--- config.mk ---
export PLATFORM = sky130hd
export DESIGN_NAME = lpif_tx_framer
export DESIGN_NICKNAME = d
export VERILOG_FILES = /design/src/rtl/lpif_tx_framer.sv
export SDC_FILE = /design/constraint.sdc
export NUM_CORES = 1
export LEC_CHECK = 0
export CAP_MARGIN = 0
export CORE_MARGIN = 2
export CORE_UTILIZATION = 45
export CTS_BUF_LIST = sky130_fd_sc_hd__clkbuf_16
export DETAILED_ROUTE_END_ITERATION = 8
export MAX_ROUTING_LAYER = met4
export PLACE_DENSITY_LB_ADDON = 0.25
export SETUP_SLACK_MARGIN = 0.4
export SYNTH_ARGS = -nofsm -noshare
export SYNTH_HDL_FRONTEND = slang
export SYNTH_SLANG_ARGS = --single-unit
--- constraint.sdc ---
create_clock -name lclk -period 2.95 [get_ports lclk]
set_clock_uncertainty 0.05 [all_clocks]
set_input_delay 0.59 -clock lclk [delete_from_list [all_inputs] [get_ports lclk]]
set_output_delay 0.59 -clock lclk [all_outputs]
set_load 0.005 [all_outputs]
--- src/rtl/lpif_tx_framer.sv ---
// lpif_tx_framer: converts one LPIF transmit beat at a time into a serial
// stream of 8-bit symbols, wrapping TLPs in STP..END and DLLPs in SDP..END.
// Optional feature macro: LPIF_TX_EDB_EN -- when defined, a TLP-end byte with
// lp_tlpedb set closes with EDB (0xFE) instead of END (0xFD).
module lpif_tx_framer #(
    parameter int lpif_bus_width = 32
) (
    input  logic                        lclk,
    input  logic                        reset,
    input  logic                        lp_irdy,
    input  logic [lpif_bus_width-1:0]   lp_data,
    input  logic [lpif_bus_width/8-1:0] lp_valid,
    input  logic [lpif_bus_width/8-1:0] lp_tlp_start,
    input  logic [lpif_bus_width/8-1:0] lp_tlp_end,
    input  logic [lpif_bus_width/8-1:0] lp_dllp_start,
    input  logic [lpif_bus_width/8-1:0] lp_dllp_end,
    input  logic [lpif_bus_width/8-1:0] lp_tlpedb,
    output logic                        pl_trdy,
    output logic [7:0]                  tx_data,
    output logic                        tx_datak,
    output logic                        tx_valid,
    input  logic                        tx_ready,
    output logic                        frame_open,
    output logic                        frm_err
);
    localparam int NB = lpif_bus_width / 8;
    localparam int LW = (NB > 1) ? $clog2(NB) : 1;

    localparam logic [7:0] SYM_STP = 8'hFB;
    localparam logic [7:0] SYM_SDP = 8'h5C;
    localparam logic [7:0] SYM_END = 8'hFD;
`ifdef LPIF_TX_EDB_EN
    localparam logic [7:0] SYM_EDB = 8'hFE;
`endif

    typedef enum logic [1:0] {IDLE, START, DATA, END} state_t;

    state_t                    state_q, state_d;
    logic [LW-1:0]             lane_q, lane_d;
    logic [lpif_bus_width-1:0] buf_data_q, v_data;
    logic [NB-1:0]             buf_valid_q, v_valid;
    logic [NB-1:0]             buf_ts_q, v_ts;
    logic [NB-1:0]             buf_te_q, v_te;
    logic [NB-1:0]             buf_ds_q, v_ds;
    logic [NB-1:0]             buf_de_q, v_de;
`ifdef LPIF_TX_EDB_EN
    logic [NB-1:0]             buf_edb_q, v_edb;
`else
    logic                      unused_edb;
    assign unused_edb = ^lp_tlpedb;
`endif
    logic [7:0]                tx_data_q, tx_data_d;
    logic                      tx_datak_q, tx_datak_d;
    logic                      tx_valid_q, tx_valid_d;
    logic                      frame_open_q, frame_open_d;
    logic                      frm_err_q, frm_err_d;
    logic                      accept, consume;
    logic [LW:0]               nxt;

    // Lowest valid lane at or above 'from'; MSB of the result flags "found".
    function automatic logic [LW:0] find_valid(input logic [NB-1:0] vld, input int from);
        logic [LW:0] res;
        res = '0;
        for (int i = NB - 1; i >= 0; i--) begin
            if (vld[i] && i >= from) res = {1'b1, LW'(i)};
        end
        return res;
    endfunction

    // Next-state, buffer load and next-symbol decode; buffer view is the
    // incoming beat on acceptance so the first symbol is ready one cycle later.
    always_comb begin
        accept  = lp_irdy && (state_q == IDLE);
        consume = tx_valid_q && tx_ready;
        v_data  = accept ? lp_data       : buf_data_q;
        v_valid = accept ? lp_valid      : buf_valid_q;
        v_ts    = accept ? lp_tlp_start  : buf_ts_q;
        v_te    = accept ? lp_tlp_end    : buf_te_q;
        v_ds    = accept ? lp_dllp_start : buf_ds_q;
        v_de    = accept ? lp_dllp_end   : buf_de_q;
`ifdef LPIF_TX_EDB_EN
        v_edb   = accept ? lp_tlpedb     : buf_edb_q;
`endif
        state_d      = state_q;
        lane_d       = lane_q;
        frame_open_d = frame_open_q;
        frm_err_d    = 1'b0;
        nxt          = '0;

        if (accept) begin
            nxt = find_valid(v_valid, 0);
        end else if (consume) begin
            case (state_q)
                START: begin
                    frm_err_d    = frame_open_q;
                    frame_open_d = 1'b1;
                    state_d      = DATA;
                end
                DATA: begin
                    if (v_te[lane_q] || v_de[lane_q]) begin
                        state_d = END;
                    end else begin
                        nxt     = find_valid(v_valid, int'(lane_q) + 1);
                        state_d = IDLE;
                    end
                end
                END: begin
                    frm_err_d    = !frame_open_q;
                    frame_open_d = 1'b0;
                    nxt          = find_valid(v_valid, int'(lane_q) + 1);
                    state_d      = IDLE;
                end
                default: ;
            endcase
        end

        // Entering a new byte: start symbol first if the lane carries one.
        if (nxt[LW]) begin
            lane_d  = nxt[LW-1:0];
            state_d = (v_ts[lane_d] || v_ds[lane_d]) ? START : DATA;
        end

        tx_data_d  = 8'h00;
        tx_datak_d = 1'b0;
        case (state_d)
            START: begin
                tx_datak_d = 1'b1;
                tx_data_d  = v_ts[lane_d] ? SYM_STP : SYM_SDP;
            end
            DATA: tx_data_d = v_data[int'(lane_d) * 8 +: 8];
            END: begin
                tx_datak_d = 1'b1;
                tx_data_d  = SYM_END;
`ifdef LPIF_TX_EDB_EN
                if (v_edb[lane_d] && v_te[lane_d]) tx_data_d = SYM_EDB;
`endif
            end
            default: ;
        endcase
        tx_valid_d = (state_d != IDLE);
    end

    // FSM, beat buffer and registered outputs; reset wins over acceptance.
    always_ff @(posedge lclk) begin
        if (reset) begin
            state_q      <= IDLE;
            lane_q       <= '0;
            buf_data_q   <= '0;
            buf_valid_q  <= '0;
            buf_ts_q     <= '0;
            buf_te_q     <= '0;
            buf_ds_q     <= '0;
            buf_de_q     <= '0;
`ifdef LPIF_TX_EDB_EN
            buf_edb_q    <= '0;
`endif
            tx_data_q    <= 8'h00;
            tx_datak_q   <= 1'b0;
            tx_valid_q   <= 1'b0;
            frame_open_q <= 1'b0;
            frm_err_q    <= 1'b0;
        end else begin
            state_q      <= state_d;
            lane_q       <= lane_d;
            buf_data_q   <= v_data;
            buf_valid_q  <= v_valid;
            buf_ts_q     <= v_ts;
            buf_te_q     <= v_te;
            buf_ds_q     <= v_ds;
            buf_de_q     <= v_de;
`ifdef LPIF_TX_EDB_EN
            buf_edb_q    <= v_edb;
`endif
            tx_data_q    <= tx_data_d;
            tx_datak_q   <= tx_datak_d;
            tx_valid_q   <= tx_valid_d;
            frame_open_q <= frame_open_d;
            frm_err_q    <= frm_err_d;
        end
    end

    assign pl_trdy    = (state_q == IDLE);
    assign tx_data    = tx_data_q;
    assign tx_datak   = tx_datak_q;
    assign tx_valid   = tx_valid_q;
    assign frame_open = frame_open_q;
    assign frm_err    = frm_err_q;
endmodule

==> impl_metrics.env, run 1 <==
export IMPL_floorplan_die_width_um=87.2
export IMPL_min_period_ns=3.18
export IMPL_rsz0062_at_grt="yes"
export IMPL_number_of_placement_rows=30
export IMPL_crit_path_top_delay_cell="or4_4"
export IMPL_outcome="complete, but fails checks"
export IMPL_detail_route_wl_per_cell_um=15.2
export IMPL_finalWorstSetupSlack_ns=-0.226
export IMPL_vias_in_the_first_global_route=2973
export IMPL_quantity_of_i_o_buffers_inserted_on_ports=68
export IMPL_clock_tree_buffer_depth=2
export IMPL_pin_count=73
export IMPL_worst_min_delay_path_startpoint="buf_data_q[4]"
export IMPL_timing_rr_end="tx_data[6]"
export IMPL_drt_iter0_drc=180
export IMPL_layout_area_overhead_vs_synth_pct=50.1
export IMPL_vias=3209
export IMPL_drc_errors=0
export IMPL_rrSetupSlack_ns=-0.23
export IMPL_hp_class="reg2reg"
export IMPL_synth_area_leaders="dfxtp_1, nand2_1, a21oi_1"
export IMPL_grt_pass1_wl_mm=13.8
export IMPL_synth_area_mm2=0.00311
export IMPL_cts_tree="yes"
export IMPL_grtUsageTotal_pct=23.9
export IMPL_synth_async_reset_ratio_pct=0
export IMPL_violations="setup timing"
export IMPL_power_mw=3.35
export IMPL_grt_max_degree=33
export IMPL_syn_avg_cell_area_um2=7.92
export IMPL_post_synth_top_area_cell="dfxtp_1"
export IMPL_yosys_area_top_type_share_pct=42.4
export IMPL_insertedDiodeCount=0
export IMPL_p_per_area_mw_per_mm2=716
export IMPL_maxCapViolations=0
export IMPL_kind_of_end_point_of_the_critical_path="flop"
export IMPL_cts_htree_levels=3
export IMPL_post_synth_most_frequent_cells="nand2_1, dfxtp_1, a21oi_1"
export IMPL_worstSetupStartpointType="flop"
export IMPL_worstHoldEndpoint="buf_data_q[4]"
export IMPL_synth_enable_flop_cells=0
export IMPL_vdd_ir_drop_worst_v=0.000381
export IMPL_unique_cell_type_count_in_the_yosys_netlist=47
export IMPL_dpl_instance_area_mm2=0.00413
export IMPL_ys_dominant_reg_cell="dfxtp_1"
export IMPL_setup_viol=9
export IMPL_total_negative_setup_slacks_ns=-1.57
export IMPL_post_synth_inst_count=393
export IMPL_worst_path_most_repeated_cell="buf_6"
export IMPL_r2r_worst_path_cells=11
export IMPL_finish_instance_area_mm2=0.00468
export IMPL_finalWirelength_mm=8.84
export IMPL_dieArea_mm2=0.00760
export IMPL_die_height_um=87.2
export IMPL_critical_path_max_fanout=6
export IMPL_placedCellCount=560
export IMPL_cts_root_buf="clkbuf_16"
export IMPL_place_gp_congestion=0.872
export IMPL_post_route_cells_drive_above_1_share_pct=22.3
export IMPL_max_freq_mhz=315
export IMPL_synthesis_yosys_warnings=0
export IMPL_critical_path_max_stage_delay_ns=0.53
export IMPL_postSynthRegisterBits=66
export IMPL_ys_seq_area_share_pct=42.4
export IMPL_drv_slew=0
export IMPL_synthMostInstantiatedCell="nand2_1"
export IMPL_post_route_period_util_pct=108
export IMPL_cts_buffers_inserted=9
export IMPL_cts_num_sinks=66
export IMPL_dpl_hpwl_mm=5.73
export IMPL_floorplan_initialDensity_pct=46.1
export IMPL_worstPathCellList="nor3b_4 -> buf_6 -> nor3_2 -> o211a_1 -> or4_4 -> a31o_4 -> mux2i_4 -> buf_6 -> mux4_2 -> mux2i_2 -> o21ai_1"
export IMPL_antenna_left=0
export IMPL_worst_setup_path_startpoint="state_q[1]"
export IMPL_holdBufCountCts=0
export IMPL_total_iterations_of_the_first_detailed_routing_run=5
export IMPL_number_of_antenna_violations_at_the_first_check_in_global_routing=0
export IMPL_clk_pin_slew_ns=0.05
export IMPL_slew_limit_headroom_pct=54.5
export IMPL_setup_worst_path_class="reg2reg"
export IMPL_via_per_inst=5.50
export IMPL_timing_final_hold_violations=0
export IMPL_core_region_area_mm2=0.00676
export IMPL_arrival_ns=3.33
export IMPL_instances_no_fill=583
export IMPL_p_leak_nw=1.97
export IMPL_nets=558
export IMPL_worstReg2RegStart="state_q[1]"
export IMPL_timing_worst_slew_pin_value_ns=0.677
export IMPL_worstSkewPairLatency_ns=0.33
export IMPL_critPathRequiredTime_ns=3.11
export IMPL_holdPathStages=2
export IMPL_synth_fp_nets=453
export IMPL_gr_total_overflow=0
## how the worst max path moves through the flow
stage | to | slack (ns) | cells past startpoint
detailed placement | tx_data[6] | -0.98 | 13
global placement | tx_data[6] | -0.93 | 13
global route | tx_data[1] | -0.35 | 13
floorplan | tx_data[1] | -0.22 | 11
finish | tx_data[6] | -0.23 | 11
CTS | tx_data[6] | -0.22 | 12
## where the power goes
part,internal (mW),switching (mW),total (mW),leakage (nW)
registers,1.02,0.0666,1.09,0.543
logic,0.628,0.620,1.25,1.28
clock network,0.643,0.367,1.01,0.145
## final cells by class
type	instances	area, µm²
Clock buffer	9	225
Clock inverter	7	62.6
Fill cell	550	2080
Inverter	6	22.5
Multi-Input combinational cell	294	1840
Sequential cell	66	1330
Tap cell	80	100
Timing Repair Buffer	121	1100
## logic make-up (layout without fill, tap and decap cells)
family	after synthesis	after routing	synth area share, %
buffers and inverters	33	143	4.62
DFF	66	66	42.4
muxes	25	25	9.28
and+or+nand+nor	167	167	23.7
AOI/OAI and AO/OA	101	101	19.6
xor gates and xnor gates	1	1	0.281
## layout by cell type (no fill, tap or decap), types with 3 or more instances in the layout
| cell | n |
|---|---|
| a22o_1 | 3 |
| a21oi_1 | 55 |
| a21boi_0 | 6 |
| nand3_1 | 14 |
| buf_4 | 43 |
| dfxtp_1 | 64 |
| or2_2 | 5 |
| a21o_1 | 5 |
| clkbuf_16 | 9 |
| nor2_1 | 23 |
| buf_2 | 3 |
| o21ai_1 | 5 |
| o21ai_0 | 3 |
| nor3_1 | 6 |
| nand2b_1 | 4 |
| inv_1 | 7 |
| buf_6 | 8 |
| mux2i_1 | 18 |
| mux2i_2 | 3 |
| nand2_1 | 94 |
| clkdlybuf4s50_1 | 64 |
| a21oi_2 | 3 |
## flip-flops by register name, summed over array words and instances, names as in the netlist
name and flops:
buf_ts_q 4, buf_ds_q 4, buf_data_q 32, tx_valid 1
buf_te_q 4, tx_data 8, state_q 1, tx_datak 1
lane_q 2, frame_open 1, buf_valid_q 3, buf_de_q 4
frm_err 1
## worst max-delay path, delay by kind of cell, from the launching register on
kind | cells | cell delay, ns
simple gates | 3 | 0.89
mux | 3 | 0.86
compound gates | 3 | 0.54
flops | 1 | 0.36
buf+inv | 2 | 0.35
## metal layers
metal / global-route usage (%) / part of all wire [%] / vias up
li1: - / - / 1565
met2: 41.0 / 53 / 116
met5: - / 0 / -
met4: 6.29 / 1.1 / 0
met3: 6.07 / 5.8 / 11
met1: 28.0 / 41 / 1517
## what timing repair did
item                                    in CTS  in global routing
hold endpoints to repair                     0                  0
buffers inserted                             5                  1
resized for setup                           35                 25
endpoints found under the setup margin      13                 13
pin swaps                                    9                 14
cloned                                       1                  0
## stage by stage
step / worst slack (ns) / utilization [%] / hold slack [ns]
6_report: -0.226 / 69.2 / 0.408
5_1_grt: -0.346 / 69.2 / 0.427
4_1_cts: -0.220 / 67.5 / 0.409
3_5_place_dp: -0.977 / 61.1 / 0.401
3_3_place_gp: -0.928 / 61.1 / 0.392
2_1_floorplan: -0.223 / - / 0.382
Power figures use the tool's default switching activity.
==> run 2: changes to the inputs <==
CORE_MARGIN = not set   (was 2)
TNS_END_PERCENT = 10   (was not set)
==> impl_metrics.env, run 2 (synthesis results as in run 1) <==
export IMPL_cts_htree_levels=3
export IMPL_vdd_ir_drop_worst_v=0.000417
export IMPL_maxCapViolations=0
export IMPL_rrSetupSlack_ns=-0.24
export IMPL_timing_worst_slew_pin_value_ns=0.420
export IMPL_cts_tree="yes"
export IMPL_r2r_worst_path_cells=13
export IMPL_via_per_inst=5.54
export IMPL_timing_final_hold_violations=0
export IMPL_layout_cells_most_common="nand2_1"
export IMPL_worst_setup_path_startpoint="tx_datak"
export IMPL_worstPathCellList="nor3b_4 -> buf_6 -> buf_6 -> nor3_2 -> o211a_1 -> or4_4 -> a31o_4 -> mux2i_4 -> buf_4 -> mux2i_1 -> mux2_2 -> nor2b_1 -> a22o_1"
export IMPL_worstSetupPathDepth=13
export IMPL_number_of_antenna_violations_at_the_first_check_in_global_routing=0
export IMPL_die_height_um=85.2
export IMPL_reg_with_most_ffs="buf_data_q"
export IMPL_rsz0062_at_grt="yes"
export IMPL_worst_path_most_repeated_cell="buf_6"
export IMPL_max_freq_mhz=313
export IMPL_cts_root_buf="clkbuf_16"
export IMPL_total_negative_setup_slacks_ns=-1.57
export IMPL_grt_pass1_wl_mm=13.9
export IMPL_instances_no_fill=575
export IMPL_crit_path_top_delay_cell="or4_4"
export IMPL_holdBufCountCts=0
export IMPL_setup_viol=9
export IMPL_insertedDiodeCount=0
export IMPL_pin_count=73
export IMPL_grt_max_degree=38
export IMPL_dpl_hpwl_mm=5.67
export IMPL_final_cell_mix="nand2_1, dfxtp_1, clkdlybuf4s50_1, a21oi_1, buf_4"
export IMPL_drt_iter0_drc=133
export IMPL_number_of_placement_rows=29
export IMPL_vias_in_the_first_global_route=3015
export IMPL_largest_register_ff_count=32
export IMPL_post_route_cells_drive_above_1_share_pct=18.7
export IMPL_kind_of_end_point_of_the_critical_path="flop"
export IMPL_critical_path_max_fanout=6
export IMPL_outcome="complete, but fails checks"
export IMPL_arrival_ns=3.36
export IMPL_worstSkewPairLatency_ns=0.33
export IMPL_dieArea_mm2=0.00726
export IMPL_placement_setup_worst_slack_ns=-1.00
export IMPL_critPathRequiredTime_ns=3.12
export IMPL_cts_num_sinks=66
export IMPL_detail_route_wl_per_cell_um=14.9
export IMPL_nets=553
export IMPL_floorplan_initialDensity_pct=47.7
export IMPL_finalWirelength_mm=8.59
export IMPL_worst_min_delay_path_startpoint="buf_data_q[25]"
export IMPL_cts_buffers_inserted=9
export IMPL_drc_errors=0
export IMPL_gr_total_overflow=0
export IMPL_grtUsageTotal_pct=24.9
export IMPL_critical_path_top_delay_family="simple AND/OR/NAND/NOR gates"
export IMPL_worstSetupStartpointType="flop"
export IMPL_floorplan_die_width_um=85.2
export IMPL_core_region_area_mm2=0.00653
export IMPL_postLayoutCoreUtil_pct=71.0
export IMPL_drv_slew=0
export IMPL_holdPathStages=2
export IMPL_critical_path_max_stage_delay_ns=0.55
export IMPL_finalWorstSetupSlack_ns=-0.242
export IMPL_hp_class="reg2reg"
export IMPL_slew_limit_headroom_pct=72.0
export IMPL_post_route_period_util_pct=108
export IMPL_worstReg2RegStart="tx_datak"
export IMPL_setup_worst_path_class="reg2reg"
export IMPL_layout_area_overhead_vs_synth_pct=48.9
export IMPL_clock_tree_buffer_depth=2
export IMPL_clk_pin_slew_ns=0.05
export IMPL_fin_hold_ws_ns=0.401
export IMPL_violations="setup timing"
export IMPL_antenna_left=0
export IMPL_dpl_instance_area_mm2=0.00408
export IMPL_timing_rr_end="tx_data[1]"
export IMPL_quantity_of_i_o_buffers_inserted_on_ports=68
export IMPL_total_iterations_of_the_first_detailed_routing_run=5
export IMPL_vias=3185
export IMPL_placedCellCount=549
export IMPL_worstHoldEndpoint="buf_data_q[25]"
export IMPL_min_period_ns=3.19
export IMPL_p_per_area_mw_per_mm2=733
export IMPL_finish_instance_area_mm2=0.00464
export IMPL_critical_path_n_buffers_inverters=3
export IMPL_p_leak_nw=1.99
export IMPL_place_gp_congestion=0.880
export IMPL_power_mw=3.40
==> run 2: cell types whose count changed in the layout (fill, tap and decap cells not counted), moves of 3 or more <==
| cell | previous run | this run |
|---|---|---|
| buf_12 | 0 | 3 |
| buf_4 | 43 | 36 |
| a21oi_2 | 3 | 0 |
| a21oi_1 | 55 | 58 |
==> run 2: cell type report <==
cell class	instances	area (µm²)
Multi-Input combinational cell	294	1740
Clock buffer	9	225
Sequential cell	66	1330
Timing Repair Buffer	116	1140
Tap cell	77	96.3
Inverter	6	22.5
Fill cell	493	1890
Clock inverter	7	86.3
==> run 2: power by group <==
group | total (mW) | internal [mW] | switching (mW)
Combinational | 1.20 | 0.621 | 0.580
Sequential | 1.09 | 1.02 | 0.0640
Clock | 1.11 | 0.731 | 0.381
==> run 2: what timing repair did <==
item                       in CTS  in global routing
gates cloned                    1                  0
buffers inserted                8                  1
setup endpoints to repair      13                 13
pin swaps                       9                  3
resized for setup              27                 20
==> run 2: per-layer routing <==
| layer | vias up | GRT usage, % | share of wire [%] |
|---|---|---|---|
| met3 | 13 | 4.47 | 4.6 |
| met1 | 1510 | 32.1 | 46 |
| met4 | 0 | 9.71 | 1.3 |
| met5 | - | - | 0 |
| li1 | 1562 | - | - |
| met2 | 100 | 39.0 | 48 |
==> run 2: worst max path at each step <==
| stage | end | slack (ns) |
|---|---|---|
| final | tx_data[1] | -0.24 |
| after global routing | tx_data[5] | -0.34 |
| after CTS | tx_data[1] | -0.31 |
| after detailed placement | tx_data[7] | -1.00 |
| after global placement | tx_data[2] | -0.92 |
| after floorplan | tx_data[1] | -0.22 |
==> run 2: worst min-delay path: stages (launching register included) <==
cell and delay, ns:
dfxtp_1 0.30, nand2_1 0.05, a21oi_1 0.05
==> run 3: changes to the inputs <==
CORE_UTILIZATION = 47   (was 45)
CTS_BUF_LIST = sky130_fd_sc_hd__clkbuf_4 sky130_fd_sc_hd__clkbuf_8   (was sky130_fd_sc_hd__clkbuf_16)
==> impl_metrics.env, run 3 (synthesis results as in run 1) <==
export IMPL_outcome="complete, but fails checks"
export IMPL_violations="setup timing"
export IMPL_multiInputGateArea_mm2=0.00182
export IMPL_finalWorstSetupSlack_ns=-0.183
export IMPL_cts_htree_levels=3
export IMPL_timing_final_hold_violations=0
export IMPL_drc_errors=0
export IMPL_drt_iter0_drc=186
export IMPL_core_region_area_mm2=0.00639
export IMPL_number_of_placement_rows=29
export IMPL_timing_worst_slew_pin_value_ns=0.528
export IMPL_post_route_period_util_pct=106
export IMPL_power_mw=3.16
export IMPL_vias=3143
export IMPL_worstSetupStartpointType="input pin"
export IMPL_gr_total_overflow=0
export IMPL_detail_route_wl_per_cell_um=14.7
export IMPL_postLayoutCoreUtil_pct=72.6
export IMPL_quantity_of_i_o_buffers_inserted_on_ports=68
export IMPL_nets=557
export IMPL_vias_in_the_first_global_route=3051
export IMPL_total_iterations_of_the_first_detailed_routing_run=4
export IMPL_grt_max_degree=32
export IMPL_post_route_cells_drive_above_1_share_pct=21.5
export IMPL_hp_class="reg2reg"
export IMPL_maxCapViolations=0
export IMPL_via_per_inst=5.43
export IMPL_grtUsageTotal_pct=26.1
export IMPL_kind_of_end_point_of_the_critical_path="flop"
export IMPL_finalWirelength_mm=8.50
export IMPL_drv_slew=0
export IMPL_layout_filler_cells=474
export IMPL_floorplan_die_width_um=83.4
export IMPL_final_cell_mix="nand2_1, dfxtp_1, clkdlybuf4s50_1, a21oi_1, buf_4"
export IMPL_cts_num_sinks=66
export IMPL_vdd_ir_drop_worst_v=0.000453
export IMPL_arrival_ns=3.32
export IMPL_floorplan_initialDensity_pct=48.8
export IMPL_dpl_hpwl_mm=5.65
export IMPL_grt_pass1_wl_mm=14.1
export IMPL_worstSkewPairLatency_ns=0.35
export IMPL_pin_count=73
export IMPL_setup_viol=8
export IMPL_critical_path_max_fanout=6
export IMPL_rsz0062_at_grt="yes"
export IMPL_min_period_ns=3.13
export IMPL_number_of_antenna_violations_at_the_first_check_in_global_routing=0
export IMPL_place_gp_congestion=0.882
export IMPL_cts_root_buf="clkbuf_8"
export IMPL_die_height_um=83.4
export IMPL_dieArea_mm2=0.00696
export IMPL_reg_with_most_ffs="buf_data_q"
export IMPL_clock_tree_buffer_depth=2
export IMPL_p_leak_nw=1.95
export IMPL_area_sequential_mm2=0.00133
export IMPL_layout_area_overhead_vs_synth_pct=48.9
export IMPL_clk_pin_slew_ns=0.07
export IMPL_antenna_left=0
export IMPL_setup_worst_path_class="in2reg"
export IMPL_cts_buffers_inserted=9
export IMPL_p_per_area_mw_per_mm2=682
export IMPL_cts_tree="yes"
export IMPL_max_freq_mhz=319
export IMPL_slew_limit_headroom_pct=64.5
export IMPL_layout_cells_most_common="nand2_1"
export IMPL_largest_register_ff_count=32
export IMPL_critPathRequiredTime_ns=3.13
export IMPL_insertedDiodeCount=0
run 3: critical path, cell delays in order:
cell and delay (ns):
buf_2 0.10, nor3b_4 0.14, buf_6 0.13, buf_6 0.11, a311o_1 0.29, or4_4 0.56
a31o_4 0.25, mux2i_4 0.34, mux2i_1 0.14, mux2_4 0.31, nor2b_4 0.14, a22o_1 0.21
run 3: path summary, 6_finish.rpt:
check / to / depth (start not counted) / slack, ns / from
max: tx_data[1] / 12 / -0.18 / lp_irdy
max reg2reg: tx_data[1] / 12 / -0.18 / state_q[1]
min: buf_data_q[25] / 2 / 0.40 / buf_data_q[25]
min reg2reg: buf_data_q[25] / 2 / 0.40 / buf_data_q[25]
run 3: what timing repair did:
action	4_1_cts	5_1_grt
setup endpoints to repair	13	13
buffers inserted	9	0
resized for setup	49	20
gates cloned	1	1
hold buffers	0	0
pin swaps	13	14
run 3: layout make-up:
class                   count  share of cell area (%)
multi-input cells         294                    39.2
flip-flops and latches     66                    28.6
repair buffers            120                    25.1
clock buffers              11                    3.26
well taps                  77                    2.08
clock inverters             5                    1.32
inverters                   6                   0.486
run 3: metal layers:
metal / routed length [µm] / vias to the layer above / global-route usage, % / part of all wire, %
met5: 0 / - / - / 0
met4: 112 / 0 / 7.84 / 1.3
met3: 500 / 17 / 6.06 / 5.9
met2: 3960 / 98 / 40.2 / 47
met1: 3920 / 1454 / 34.2 / 46
li1: - / 1574 / - / -
run 3: through the flow:
stage / std cells / area [µm²] / setup WS, ns / setup TNS, ns / hold WS (ns)
2_1_floorplan: 393 / 3140 / -0.223 / -1.42 / 0.382
3_3_place_gp: 552 / 4100 / -0.907 / -9.71 / 0.390
3_5_place_dp: 552 / 4100 / -0.901 / -9.83 / 0.396
4_1_cts: 578 / 4560 / -0.201 / -1.13 / 0.405
5_1_grt: 579 / 4640 / -0.294 / -2.09 / 0.426
6_report: 579 / 4640 / -0.183 / -1.02 / 0.404
run 3: where the power goes:
group	leakage [nW]	internal (mW)	switching (mW)	total, mW
clock	0.0982	0.439	0.363	0.802
combinational	1.30	0.669	0.607	1.28
sequential	0.543	1.02	0.0620	1.08
